[src/rtl/mmio_io_ctrl.sv]
// Memory-mapped board I/O controller: LED/HEX registers, synchronised switches,
// debounced keys with sticky press capture, periodic timer and a maskable interrupt.
module mmio_io_ctrl #(
    parameter int N_LED      = 10,
    parameter int N_SW       = 10,
    parameter int N_KEY      = 4,
    parameter int N_HEX      = 6,
    parameter int DEB_CYCLES = 2
) (
    input  logic                 clk,
    input  logic                 reset,
    input  logic                 sel,
    input  logic                 memwrite,
    input  logic [31:0]          addr,
    input  logic [31:0]          writedata,
    output logic [31:0]          readdata,
    input  logic [N_KEY-1:0]     key_n,
    input  logic [N_SW-1:0]      sw,
    output logic [N_LED-1:0]     ledr,
    output logic [4*N_HEX-1:0]   hex_digits,
    output logic                 irq
);

    localparam int CW = (DEB_CYCLES < 2) ? 1 : $clog2(DEB_CYCLES + 1);
    localparam logic [CW-1:0] DEB_LAST = CW'(DEB_CYCLES - 1);

    logic [N_LED-1:0]   led_r;
    logic [4*N_HEX-1:0] hex_r;
    logic [N_KEY-1:0]   key_sync1_r, key_sync2_r;
    logic [N_SW-1:0]    sw_sync1_r, sw_sync2_r;
    logic [N_KEY-1:0]   kst_r, kst_nxt_s;
    logic [CW-1:0]      deb_r     [N_KEY];
    logic [CW-1:0]      deb_nxt_s [N_KEY];
    logic [N_KEY-1:0]   key_edge_r, key_edge_nxt_s;
    logic [31:0]        tmr_cmp_r, tmr_cnt_r, tmr_cnt_nxt_s;
    logic               tmr_flag_r, tmr_flag_nxt_s, tmr_wrap_s;
    logic [N_KEY-1:0]   irq_key_en_r;
    logic               irq_tmr_en_r;
    logic               irq_r, irq_nxt_s;
    logic               wr_s;
    logic [3:0]         off_s;
    logic [31:0]        rd_s;
    logic               unused_s;

    assign wr_s     = sel & memwrite;
    assign off_s    = addr[5:2];
    assign unused_s = ^{addr[31:6], addr[1:0], writedata};

    // Per-key debounce and sticky press capture; a new press beats a same-cycle clear.
    always_comb begin
        kst_nxt_s = kst_r;
        for (int i = 0; i < N_KEY; i++) begin
            deb_nxt_s[i] = deb_r[i];
            if (key_sync2_r[i] != kst_r[i]) begin
                if (deb_r[i] == DEB_LAST) begin
                    kst_nxt_s[i] = key_sync2_r[i];
                    deb_nxt_s[i] = {CW{1'b0}};
                end else begin
                    deb_nxt_s[i] = deb_r[i] + CW'(1);
                end
            end else begin
                deb_nxt_s[i] = {CW{1'b0}};
            end
        end
        if (wr_s && (off_s == 4'd4)) begin
            key_edge_nxt_s = key_edge_r & ~writedata[N_KEY-1:0];
        end else begin
            key_edge_nxt_s = key_edge_r;
        end
        key_edge_nxt_s = key_edge_nxt_s | (kst_nxt_s & ~kst_r);
    end

    // Timer: writes to compare or count restart from zero; a wrap beats a same-cycle flag clear.
    always_comb begin
        tmr_cnt_nxt_s = tmr_cnt_r;
        tmr_wrap_s    = 1'b0;
        if (wr_s && ((off_s == 4'd5) || (off_s == 4'd6))) begin
            tmr_cnt_nxt_s = 32'd0;
        end else if (tmr_cmp_r == 32'd0) begin
            tmr_cnt_nxt_s = 32'd0;
        end else if (tmr_cnt_r == (tmr_cmp_r - 32'd1)) begin
            tmr_cnt_nxt_s = 32'd0;
            tmr_wrap_s    = 1'b1;
        end else begin
            tmr_cnt_nxt_s = tmr_cnt_r + 32'd1;
        end
        if (wr_s && (off_s == 4'd7) && writedata[0]) begin
            tmr_flag_nxt_s = tmr_wrap_s;
        end else begin
            tmr_flag_nxt_s = tmr_flag_r | tmr_wrap_s;
        end
        irq_nxt_s = (|(key_edge_r & irq_key_en_r)) | (tmr_flag_r & irq_tmr_en_r);
    end

    // Synchronisers, debounce state, timer and interrupt registers.
    always_ff @(posedge clk or negedge reset) begin
        if (!reset) begin
            key_sync1_r <= {N_KEY{1'b0}};
            key_sync2_r <= {N_KEY{1'b0}};
            sw_sync1_r  <= {N_SW{1'b0}};
            sw_sync2_r  <= {N_SW{1'b0}};
            kst_r       <= {N_KEY{1'b0}};
            for (int i = 0; i < N_KEY; i++) deb_r[i] <= {CW{1'b0}};
            key_edge_r  <= {N_KEY{1'b0}};
            tmr_cnt_r   <= 32'd0;
            tmr_flag_r  <= 1'b0;
            irq_r       <= 1'b0;
        end else begin
            key_sync1_r <= ~key_n;
            key_sync2_r <= key_sync1_r;
            sw_sync1_r  <= sw;
            sw_sync2_r  <= sw_sync1_r;
            kst_r       <= kst_nxt_s;
            for (int i = 0; i < N_KEY; i++) deb_r[i] <= deb_nxt_s[i];
            key_edge_r  <= key_edge_nxt_s;
            tmr_cnt_r   <= tmr_cnt_nxt_s;
            tmr_flag_r  <= tmr_flag_nxt_s;
            irq_r       <= irq_nxt_s;
        end
    end

    // Software-writable configuration registers.
    always_ff @(posedge clk or negedge reset) begin
        if (!reset) begin
            led_r        <= {N_LED{1'b0}};
            hex_r        <= {(4*N_HEX){1'b0}};
            tmr_cmp_r    <= 32'd0;
            irq_key_en_r <= {N_KEY{1'b0}};
            irq_tmr_en_r <= 1'b0;
        end else if (wr_s) begin
            case (off_s)
                4'd0: led_r <= writedata[N_LED-1:0];
                4'd1: hex_r <= writedata[4*N_HEX-1:0];
                4'd5: tmr_cmp_r <= writedata;
                4'd8: begin
                    irq_key_en_r <= writedata[N_KEY-1:0];
                    irq_tmr_en_r <= writedata[31];
                end
                default: led_r <= led_r;
            endcase
        end else begin
            led_r <= led_r;
        end
    end

    // Combinational read mux over registered state.
    always_comb begin
        rd_s = 32'd0;
        if (sel) begin
            case (off_s)
                4'd0: rd_s[N_LED-1:0]   = led_r;
                4'd1: rd_s[4*N_HEX-1:0] = hex_r;
                4'd2: rd_s[N_KEY-1:0]   = kst_r;
                4'd3: rd_s[N_SW-1:0]    = sw_sync2_r;
                4'd4: rd_s[N_KEY-1:0]   = key_edge_r;
                4'd5: rd_s              = tmr_cmp_r;
                4'd6: rd_s              = tmr_cnt_r;
                4'd7: rd_s[0]           = tmr_flag_r;
                4'd8: begin
                    rd_s[N_KEY-1:0] = irq_key_en_r;
                    rd_s[31]        = irq_tmr_en_r;
                end
                default: rd_s = 32'd0;
            endcase
        end else begin
            rd_s = 32'd0;
        end
    end

    assign readdata   = rd_s;
    assign ledr       = led_r;
    assign hex_digits = hex_r;
    assign irq        = irq_r;

endmodule

[config.mk]
export PLATFORM = sky130hd
export DESIGN_NAME = mmio_io_ctrl
export DESIGN_NICKNAME = d
export VERILOG_FILES = /design/src/rtl/mmio_io_ctrl.sv
export SDC_FILE = /design/constraint.sdc
export NUM_CORES = 1
export LEC_CHECK = 0
export CORE_MARGIN = 4
export CORE_UTILIZATION = 41
export CTS_CLUSTER_SIZE = 20
export DETAILED_ROUTE_END_ITERATION = 10
export PLACE_DENSITY = 0.77
export SLEW_MARGIN = 20
export SYNTH_ARGS = -nofsm -noshare
export SYNTH_HDL_FRONTEND = slang
export SYNTH_SLANG_ARGS = --single-unit
[constraint.sdc]
create_clock -name clk -period 3.8 [get_ports clk]
set_clock_uncertainty 0.1 [all_clocks]
set_input_delay 0.76 -clock clk [delete_from_list [all_inputs] [get_ports clk]]
set_output_delay 0.76 -clock clk [all_outputs]
set_load 0.005 [all_outputs]
==> results of run 1 <==
[kinds of logic (layout without fill, tap and decap cells)]
kind of cell / count (synthesis) / after routing / synth area share, %
compound gates: 166 / 166 / 13.1
xor+xnor: 66 / 66 / 7.16
fa+ha+maj: 2 / 2 / 0.310
buf+inv: 76 / 218 / 3.97
flops: 149 / 149 / 46.2
mux: 78 / 78 / 10.8
simple gates: 281 / 281 / 18.5
[report_power, final]
group / total [mW] / switching [mW] / internal [mW]
sequential: 2.15 / 0.307 / 1.85
clock: 1.65 / 0.673 / 0.980
combinational: 1.26 / 0.598 / 0.661
[stage by stage]
step / TNS, ns / std cells / util (%) / power [mW] / setup WS (ns)
2_1_floorplan: 0 / 818 / - / 2.88 / 0.448
3_3_place_gp: -0.183 / 1192 / 50.4 / 3.37 / -0.0682
3_5_place_dp: -0.230 / 1192 / 50.4 / 3.41 / -0.0772
4_1_cts: 0 / 1223 / 53.5 / 5.08 / 0.00252
5_1_grt: -0.0935 / 1225 / 53.8 / 5.32 / -0.0258
6_report: 0 / 1225 / 53.8 / 5.06 / 0.0549
[worst max-delay path by stage]
| stage | slack (ns) | cells after the start | to | startpoint |
|---|---|---|---|---|
| floorplan | 0.45 | 12 | tmr_cnt_r[10] | tmr_cmp_r[0] |
| global placement | -0.07 | 7 | readdata[2] | addr[4] |
| detailed placement | -0.08 | 7 | readdata[2] | addr[4] |
| CTS | 0.003 | 7 | readdata[1] | addr[3] |
| global route | -0.03 | 7 | readdata[4] | addr[3] |
| finish | 0.05 | 7 | readdata[2] | addr[3] |
[cell type report]
| cell class | instances | area (µm²) | area share, % |
|---|---|---|---|
| multi-input combinational | 593 | 4120 | 39.4 |
| sequential | 149 | 3730 | 35.7 |
| timing repair buffer | 173 | 1640 | 15.7 |
| clock buffer | 19 | 443 | 4.24 |
| tap | 265 | 332 | 3.18 |
| clock inverter | 12 | 130 | 1.25 |
| inverter | 14 | 52.6 | 0.503 |
[sequential cells by signal, summed over array words and instances (netlist names), 8 cells and up]
signal      flops
deb_r           8
hex_digits     24
ledr           10
sw_sync1_r     10
sw_sync2_r     10
tmr_cmp_r      32
tmr_cnt_r      32
[metal layers]
metal  vias to the layer above  global-route usage [%]  wire, µm
li1                       3204                       -         -
met1                      3345                    26.0      9330
met2                       274                    33.9     10800
met3                        44                    3.20      1240
met4                         0                    7.39       541
met5                         -                       0         0
[placed cells by master, fill, tap and decap left out, types with 18 or more instances in the layout]
master,count
nor2_1,29
clkdlybuf4s50_1,118
nand2_1,88
dfrtp_1,149
a22oi_1,38
o21ai_0,21
xor2_1,20
a21oi_1,58
mux2_2,72
nor3_1,18
buf_4,48
xnor2_1,46
nand3_1,24
[worst register-to-register path: cells and delay by family, from the launching register on]
family | cells | cell delay, ns
and+or+nand+nor | 5 | 1.79
adders and majority gates | 1 | 0.22
DFF | 1 | 0.47
buffers and inverters | 3 | 0.61
AOI/OAI and AO/OA | 2 | 0.18
[repair_timing]
action,4_1_cts,5_1_grt
endpoints found under the setup margin,7,18
resized for setup,8,11
setup buffers,0,2
==> summary.md, run 1 <==
| Metric | Value |
|---|---|
| Result of the run | completed |
| Root Buffer Master | clkbuf_16 |
| Placement Rows | 51 |
| Worst Path Max Fanout | 14 |
| Type of destination of the critical path | output port |
| Number of nets produced by synthesis | 902 |
| Via density | 5.61 |
| Via count | 6867 |
| Clock insertion delay at the later pin of the skew report | 0.43 ns |
| Register clock-pin slew on the reported worst setup and hold paths | 0.06 ns |
| Largest net degree at the start of global routing | 79 |
| Average wire per cell in the routed design | 17.9 µm |
| Crit path arrival time | 2.89 ns |
| Syn Std Cell Area | 8070 µm² |
| Area share of the leading cell type in the synthesized netlist | 46.2% |
| Count of inserted antenna diode cells | 0 |
| Worst path top cell family by delay | buffers and inverters |
| Number of synthesized flops with an enable pin | 0 |
| Cell area after layout | 10400 µm² |
| Worst hold path class | input port to asynchronous set/reset pin |
| Most numerous cell in the Yosys netlist | dfrtp_1 |
| Clock tree from TritonCTS | done |
| Worst Tran Pin Value | 0.747 ns |
| Wire length of the first global-routing pass | 35.3 mm |
| Sequential cell area fraction in the yosys report | 46.2% |
| Dpl hpwl | 15.7 mm |
| Vias in the first global route | 6791 |
| Clock Sink Count | 149 |
| Final Critical Period | 3.75 ns |
| Length of the first detailed-routing pass in iterations | 6 |
| Global placement routability congestion | 0.914 |
| Top cells by instance count after synthesis | 149 x dfrtp_1, 89 x nand2_1, 72 x mux2_2, 58 x a21oi_1, 48 x clkbuf_1 |
| Top achievable clock speed | 0.267 GHz |
| Maximum level of the CTS H-tree | 4 |
| RSZ-0062 raised after global routing | yes |
| Worst reg2reg path endpoint | tmr_cnt_r[17] |
| Total Die Area | 22000 µm² |
| Library cell occupying the most area in the post-synthesis netlist | dfrtp_1 |
| Count of nets after finishing | 1032 |
| Slew Viols, Final | 0 |
| Mean area per synthesized cell | 9.86 µm² |
| Post-route fraction of the period consumed by the critical path | 98.6% |
| Layout filler cell count | 1743 |
| R2R Path Start | tmr_cmp_r[0] |
| Cell area power density | 485 nW/µm² |
| Critical path type | input port to output port |
| Worst Setup Start Kind | input port |
| P_leak | 4.19 nW |
| Number of nets still failing antenna checks after routing | 0 |
| Worst relative slew slack | 49.8% |
| Buffers & Inverters on Critical Path | 4 |
| CTS Hold Buffers Added | 0 |
| Cell area after placement | 9770 µm² |
| Flop-to-flop setup slack | 0.30 ns |
| Final Hold Vio Count | 0 |
| Y dimension of the die | 148 µm |
| Number of buffers created by CTS | 17 |
| Peak per-stage delay on the critical path | 0.56 ns |
| Gr ovfl total | 0 |
| Slowest library cell on the worst path | clkdlybuf4s50_1 |
| Detailed router's first-iteration violation count | 588 |
| Die Wd | 148 µm |
| Final worst hold slack | 0.246 ns |
| Required @ worst endpoint | 2.94 ns |
| Max Buffers Root-to-Sink | 2 |
| MaxCap Viol Count | 0 |
| DRT Wirelength | 21.9 mm |
| FF+latch count, synth | 149 |
| IR Drop Worst-Case VDD | 0.373 mV |
| Port Buffer Count | 120 |
| Layout cell share with drive strength beyond 1 | 19.2% |
| R2r worst-path depth | 11 |
| Antenna violations before repair | 0 |
| Library cells used by synthesis | 65 |
| Layout-stage area growth over the synthesis result | 29.4% |
| Setup violations, final | 0 |
| GRT Overall Usage | 20.0% |
| Number of standard cells after synthesis | 818 |
| Post-synthesis async set-or-reset flop share | 100% |
| Core Area | 19400 µm² |
| Post-route DRC violation count | 0 |
| Warning count from the yosys run | 0 |
| Prevailing post-synth register cell | dfrtp_1 |
| Effective utilization at floorplan | 41.6% |
| Top-level port count | 149 |
| Top cells by area, synth | dfrtp_1 46%, mux2_2 10%, xnor2_1 5.0% |
| Cell-by-cell listing of the critical path | clkdlybuf4s50_1 > buf_6 > nor3b_4 > buf_6 > a22oi_1 > a41oi_2 > clkdlybuf4s50_1 |
Note: power is estimated with default switching activity, not from simulation.
==> inputs of run 2 (changes only) <==
--- a/config.mk
+++ b/config.mk
@@ -7,6 +7,7 @@
 export LEC_CHECK = 0
 export CORE_MARGIN = 4
 export CORE_UTILIZATION = 41
+export CTS_BUF_LIST = sky130_fd_sc_hd__clkbuf_4
 export CTS_CLUSTER_SIZE = 20
 export DETAILED_ROUTE_END_ITERATION = 10
 export PLACE_DENSITY = 0.77
==> summary.md, run 2 (same netlist as run 1, synthesis figures left out) <==
| Metric | Value |
|---|---|
| Top-level port count | 149 (unchanged) |
| RSZ-0062 raised after global routing | yes (unchanged) |
| Max Buffers Root-to-Sink | 2 (unchanged) |
| Number of nets still failing antenna checks after routing | 0 (unchanged) |
| Clock Sink Count | 149 (unchanged) |
| Layout cell share with drive strength beyond 1 | 19.3% (was 19.2%) |
| Required @ worst endpoint | 2.94 ns (about the same) |
| Clock insertion delay at the later pin of the skew report | 0.55 ns (was 0.43 ns) |
| Final Critical Period | 3.75 ns (about the same) |
| Met1 layer usage reported by global route | 25.7% (was 26.0%) |
| Post-route fraction of the period consumed by the critical path | 98.6% (about the same) |
| Total Die Area | 22000 µm² (unchanged) |
| Leading cell types in the layout, fill and taps excluded | 149 x dfrtp_1, 118 x clkdlybuf4s50_1, 88 x nand2_1 (unchanged) |
| Post-route DRC violation count | 0 (unchanged) |
| Antenna violations before repair | 0 (unchanged) |
| Length of the first detailed-routing pass in iterations | 8 (was 6) |
| Slew Viols, Final | 0 (unchanged) |
| Met3 Track Usage GR | 3.53% (was 3.20%) |
| GRT Overall Usage | 19.5% (was 20.0%) |
| Global Route met2 Usage | 33.2% (was 33.9%) |
| Most crowded layer after global routing | met2 (unchanged) |
| Largest net degree at the start of global routing | 79 (unchanged) |
| Layout-stage area growth over the synthesis result | 25.7% (was 29.4%) |
| Cell-by-cell listing of the critical path | clkdlybuf4s50_1 > buf_6 > nor3b_4 > buf_6 > buf_4 > a22oi_1 > a21oi_1 > clkdlybuf4s50_1 (was clkdlybuf4s50_1 > buf_6 > nor3b_4 > buf_6 > a22oi_1 > a41oi_2 > clkdlybuf4s50_1) |
| MaxCap Viol Count | 0 (unchanged) |
| Leading cell type in the layout, fill and taps excluded | dfrtp_1 (unchanged) |
| IR Drop Worst-Case VDD | 0.246 mV (was 0.373 mV) |
| Via density | 5.48 (was 5.61) |
| Clock tree from TritonCTS | done (unchanged) |
| Effective utilization at floorplan | 41.6% (unchanged) |
| Average wire per cell in the routed design | 17.4 µm (was 17.9 µm) |
| DRT Wirelength | 21.4 mm (was 21.9 mm) |
| Root Buffer Master | clkbuf_4 (was clkbuf_16) |
| Inst Count DP | 1192 (unchanged) |
| Peak per-stage delay on the critical path | 0.57 ns (was 0.56 ns) |
| Worst Tran Pin Value | 0.758 ns (was 0.747 ns) |
| Slowest library cell on the worst path | clkdlybuf4s50_1 (unchanged) |
| Worst Path Max Fanout | 13 (was 14) |
| Count of inserted antenna diode cells | 0 (unchanged) |
| Number of standard cells in the layout, taps in and fillers out | 1226 (was 1225) |
| Port Buffer Count | 120 (unchanged) |
| Cell area after placement | 9770 µm² (unchanged) |
| Worst relative slew slack | 49.1% (was 49.8%) |
| Detailed router's first-iteration violation count | 611 (was 588) |
| Type of destination of the critical path | output port (unchanged) |
| Crit path arrival time | 2.89 ns (about the same) |
| Core Area | 19400 µm² (unchanged) |
| Maximum level of the CTS H-tree | 4 (unchanged) |
| Register clock-pin slew on the reported worst setup and hold paths | 0.12 ns (was 0.06 ns) |
| Final Hold Vio Count | 0 (unchanged) |
| Final worst hold slack | 0.133 ns (was 0.246 ns) |
| Setup violations, final | 0 (unchanged) |
| Wire length of the first global-routing pass | 34.4 mm (was 35.3 mm) |
| Vias in the first global route | 6630 (was 6791) |
| Cell area power density | 431 nW/µm² (was 485 nW/µm²) |
| Cell area after layout | 10100 µm² (was 10400 µm²) |
| Gr ovfl total | 0 (unchanged) |
| Via count | 6720 (was 6867) |
| Global placement routability congestion | 0.914 (unchanged) |
| Y dimension of the die | 148 µm (unchanged) |
| Worst Setup Start Kind | input port (unchanged) |
| Overall Power | 4.37 mW (was 5.06 mW) |
| P_leak | 4.06 nW (was 4.19 nW) |
| Number of buffers created by CTS | 17 (unchanged) |
| Worst hold path class | input port to asynchronous set/reset pin (unchanged) |
| Result of the run | completed (unchanged) |
| Dpl hpwl | 15.7 mm (unchanged) |
| Count of nets after finishing | 1033 (was 1032) |
| Critical path type | input port to output port (unchanged) |
| Top achievable clock speed | 0.267 GHz (about the same) |
| Die Wd | 148 µm (unchanged) |
| Placement Rows | 51 (unchanged) |
-- run 2: cell types whose count changed in the layout (fill, tap and decap cells not counted), sizes merged --
cell	before	now
clkinv	6	7
buf	54	55
clkbuf	19	18
-- run 2: where the power goes --
part	internal (mW)	leakage, nW	switching (mW)
sequential	1.84	1.88	0.300
combinational	0.661	2.04	0.593
clock	0.393	0.146	0.582
-- run 2: area by class of cell --
cell class | count | area, µm²
Timing Repair Buffer | 174 | 1640
Inverter | 14 | 52.6
Multi-Input combinational cell | 593 | 4120
Clock buffer | 18 | 135
Sequential cell | 149 | 3730
Tap cell | 265 | 332
Clock inverter | 13 | 134
Fill cell | 1792 | 9260
-- run 2: final timing paths --
| path | endpoint | cells after the start | startpoint | slack [ns] |
|---|---|---|---|---|
| max | readdata[10] | 8 | addr[3] | 0.05 |
| min | key_sync1_r[2] | 1 | reset | 0.13 |
| max reg2reg | tmr_cnt_r[26] | 11 | tmr_cmp_r[0] | 0.30 |
| min reg2reg | sw_sync2_r[1] | 0 | sw_sync1_r[1] | 0.25 |
| max in group asynchronous | tmr_cmp_r[14] | 2 | reset | 2.60 |
| min in group clk | sw_sync2_r[1] | 0 | sw_sync1_r[1] | 0.25 |
-- run 2: through the flow --
stage,setup TNS [ns],worst slack (ns),utilization (%)
2_1_floorplan,0,0.448,-
3_3_place_gp,-0.183,-0.0682,50.4
3_5_place_dp,-0.230,-0.0772,50.4
4_1_cts,0,0.0125,51.9
5_1_grt,-0.326,-0.0400,52.3
6_report,0,0.0538,52.3
-- run 2: worst max-delay path, delay by kind of cell --
kind	cells	cell delay [ns]
buffers and inverters	5	1.60
AND/OR/NAND/NOR	1	0.26
AO/OA/AOI/OAI	2	0.25
-- run 2: timing repair --
item | 4_1_cts | 5_1_grt
hold buffers | 0 | 0
resized for setup | 7 | 12
endpoints found under the setup margin | 9 | 18
cloned | 0 | 0
buffers inserted | 0 | 3
-- run 2: metal layers --
metal | share of wire [%] | vias to the layer above
met5 | 0 | -
met4 | 1.3 | 0
met3 | 5.6 | 24
met2 | 50 | 214
met1 | 43 | 3279
li1 | - | 3203
==> inputs of run 3 (changes only) <==
--- a/config.mk
+++ b/config.mk
@@ -5,6 +5,7 @@
 export SDC_FILE = /design/constraint.sdc
 export NUM_CORES = 1
 export LEC_CHECK = 0
+export ABC_CLOCK_PERIOD_IN_PS = 3800
 export CORE_MARGIN = 4
 export CORE_UTILIZATION = 41
 export CTS_BUF_LIST = sky130_fd_sc_hd__clkbuf_4
@@ -15,3 +16,4 @@
 export SYNTH_ARGS = -nofsm -noshare
 export SYNTH_HDL_FRONTEND = slang
 export SYNTH_SLANG_ARGS = --single-unit
+export TNS_END_PERCENT = 5
==> summary.md, run 3 (same netlist as run 1, synthesis figures left out) <==
| Metric | Value |
|---|---|
| Result of the run | completed (unchanged) |
| Layout cell share with drive strength beyond 1 | 19.1% (was 19.3%) |
| Critical path type | input port to output port (unchanged) |
| Dpl hpwl | 15.7 mm (unchanged) |
| Type of destination of the critical path | output port (unchanged) |
| Detailed router's first-iteration violation count | 586 (was 611) |
| Setup_tns | 0 ns (unchanged) |
| Maximum level of the CTS H-tree | 4 (unchanged) |
| Clock tree from TritonCTS | done (unchanged) |
| R2r worst-path depth | 11 (unchanged) |
| Post-route fraction of the period consumed by the critical path | 98.8% (was 98.6%) |
| Average wire per cell in the routed design | 17.5 µm (was 17.4 µm) |
| P_leak | 4.06 nW (about the same) |
| Y dimension of the die | 148 µm (unchanged) |
| Core Area | 19400 µm² (unchanged) |
| Final Critical Period | 3.75 ns (about the same) |
| Count of inserted antenna diode cells | 0 (unchanged) |
| Top achievable clock speed | 0.266 GHz (was 0.267 GHz) |
| MaxCap Viol Count | 0 (unchanged) |
| Required @ worst endpoint | 2.94 ns (about the same) |
| Worst Setup Start Kind | input port (unchanged) |
| Port Buffer Count | 120 (unchanged) |
| Largest net degree at the start of global routing | 79 (unchanged) |
| Count of nets after finishing | 1033 (unchanged) |
| Vias in the first global route | 6630 (unchanged) |
| Via count | 6749 (was 6720) |
| Cell area power density | 431 nW/µm² (about the same) |
| Final Hold Vio Count | 0 (unchanged) |
| Leading cell type in the layout, fill and taps excluded | dfrtp_1 (unchanged) |
| Slew Viols, Final | 0 (unchanged) |
| Global placement routability congestion | 0.914 (unchanged) |
| Layout filler cell count | 1792 (unchanged) |
| Antenna violations before repair | 0 (unchanged) |
| Post-route worst setup slack | 0.0465 ns (was 0.0538 ns) |
| Clock Sink Count | 149 (unchanged) |
| Max Buffers Root-to-Sink | 2 (unchanged) |
| Worst relative slew slack | 49.0% (was 49.1%) |
| Pre-CTS setup slack | -0.0772 ns (unchanged) |
| DRT Wirelength | 21.4 mm (about the same) |
| Leading cell types in the layout, fill and taps excluded | 149 x dfrtp_1, 118 x clkdlybuf4s50_1, 88 x nand2_1 (unchanged) |
| IR Drop Worst-Case VDD | 0.246 mV (about the same) |
| Effective utilization at floorplan | 41.6% (unchanged) |
| Clock insertion delay at the later pin of the skew report | 0.55 ns (about the same) |
| Die Wd | 148 µm (unchanged) |
| GRT Overall Usage | 19.5% (unchanged) |
| Placement Rows | 51 (unchanged) |
| Via density | 5.50 (was 5.48) |
| RSZ-0062 raised after global routing | yes (unchanged) |
| R2R Path Start | tmr_cmp_r[0] (unchanged) |
| Wire length of the first global-routing pass | 34.4 mm (unchanged) |
| Total Die Area | 22000 µm² (unchanged) |
| Final worst hold slack | 0.131 ns (was 0.133 ns) |
| Worst Tran Pin Value | 0.759 ns (was 0.758 ns) |
| Register clock-pin slew on the reported worst setup and hold paths | 0.12 ns (about the same) |
| Length of the first detailed-routing pass in iterations | 5 (was 8) |
| Worst hold path class | input port to asynchronous set/reset pin (unchanged) |
| Layout-stage area growth over the synthesis result | 25.6% (was 25.7%) |
| Top-level port count | 149 (unchanged) |
| Number of standard cells in the layout, taps in and fillers out | 1226 (unchanged) |
| Setup violations, final | 0 (unchanged) |
| Worst reg2reg path endpoint | tmr_cnt_r[26] (unchanged) |
| Root Buffer Master | clkbuf_4 (unchanged) |
| Number of buffers created by CTS | 17 (unchanged) |
| Inst Count DP | 1192 (unchanged) |
| Worst Path Max Fanout | 13 (unchanged) |
| Gr ovfl total | 0 (unchanged) |
| Crit path arrival time | 2.89 ns (about the same) |
| Number of nets still failing antenna checks after routing | 0 (unchanged) |
| Flop-to-flop setup slack | 0.29 ns (was 0.30 ns) |
| Post-route DRC violation count | 0 (unchanged) |
## run 3: changes by cell type in the layout (fill, tap and decap cells not counted)
cell     change
a31oi_2      -1
a31oi_1      +1
## run 3: what timing repair did
item | 4_1_cts | 5_1_grt
endpoints found under the setup margin | 9 | 18
buffers inserted | 0 | 3
hold buffers | 0 | 0
gates resized for setup | 7 | 11
## run 3: how the worst max path moves through the flow
stage | slack [ns] | end | start
CTS | 0.01 | readdata[2] | addr[3]
floorplan | 0.45 | tmr_cnt_r[10] | tmr_cmp_r[0]
global placement | -0.07 | readdata[2] | addr[4]
detailed placement | -0.08 | readdata[2] | addr[4]
global route | -0.04 | readdata[21] | addr[3]
finish | 0.05 | readdata[10] | addr[3]
## run 3: report_power, final
group | total [mW] | internal (mW) | switching [mW]
sequential | 2.14 | 1.84 | 0.302
clock | 0.975 | 0.393 | 0.582
combinational | 1.25 | 0.661 | 0.592
total | 4.37 | 2.90 | 1.48
## run 3: metrics by stage
stage | cell area (µm²) | util (%) | total power, mW
2_1_floorplan | 8070 | - | 2.88
3_3_place_gp | 9770 | 50.4 | 3.37
4_1_cts | 10100 | 51.9 | 4.39
5_1_grt | 10100 | 52.2 | 4.63
3_5_place_dp | 9770 | 50.4 | 3.41
6_report | 10100 | 52.2 | 4.37
## run 3: final cells by class
cell class	instances	area, µm²	area share [%]
clock buffers	18	135	1.33
flip-flops and latches	149	3730	36.8
multi-input cells	593	4110	40.6
inverters	14	52.6	0.519
clock inverters	13	134	1.32
repair buffers	174	1640	16.2
well taps	265	332	3.27
## run 3: per-layer routing
layer	wire, µm	global-route usage (%)	vias up
li1	-	-	3205
met1	9300	25.7	3299
met2	10600	33.2	217
met3	1190	3.53	28
met4	300	5.08	0
met5	0	0	-
## run 3: worst max-delay path, cell delays in order
cell and delay [ns]:
clkdlybuf4s50_1 0.57, buf_6 0.17, nor3b_4 0.26, buf_6 0.21, buf_4 0.13, a22oi_1 0.08, a21oi_1 0.17, clkdlybuf4s50_1 0.52
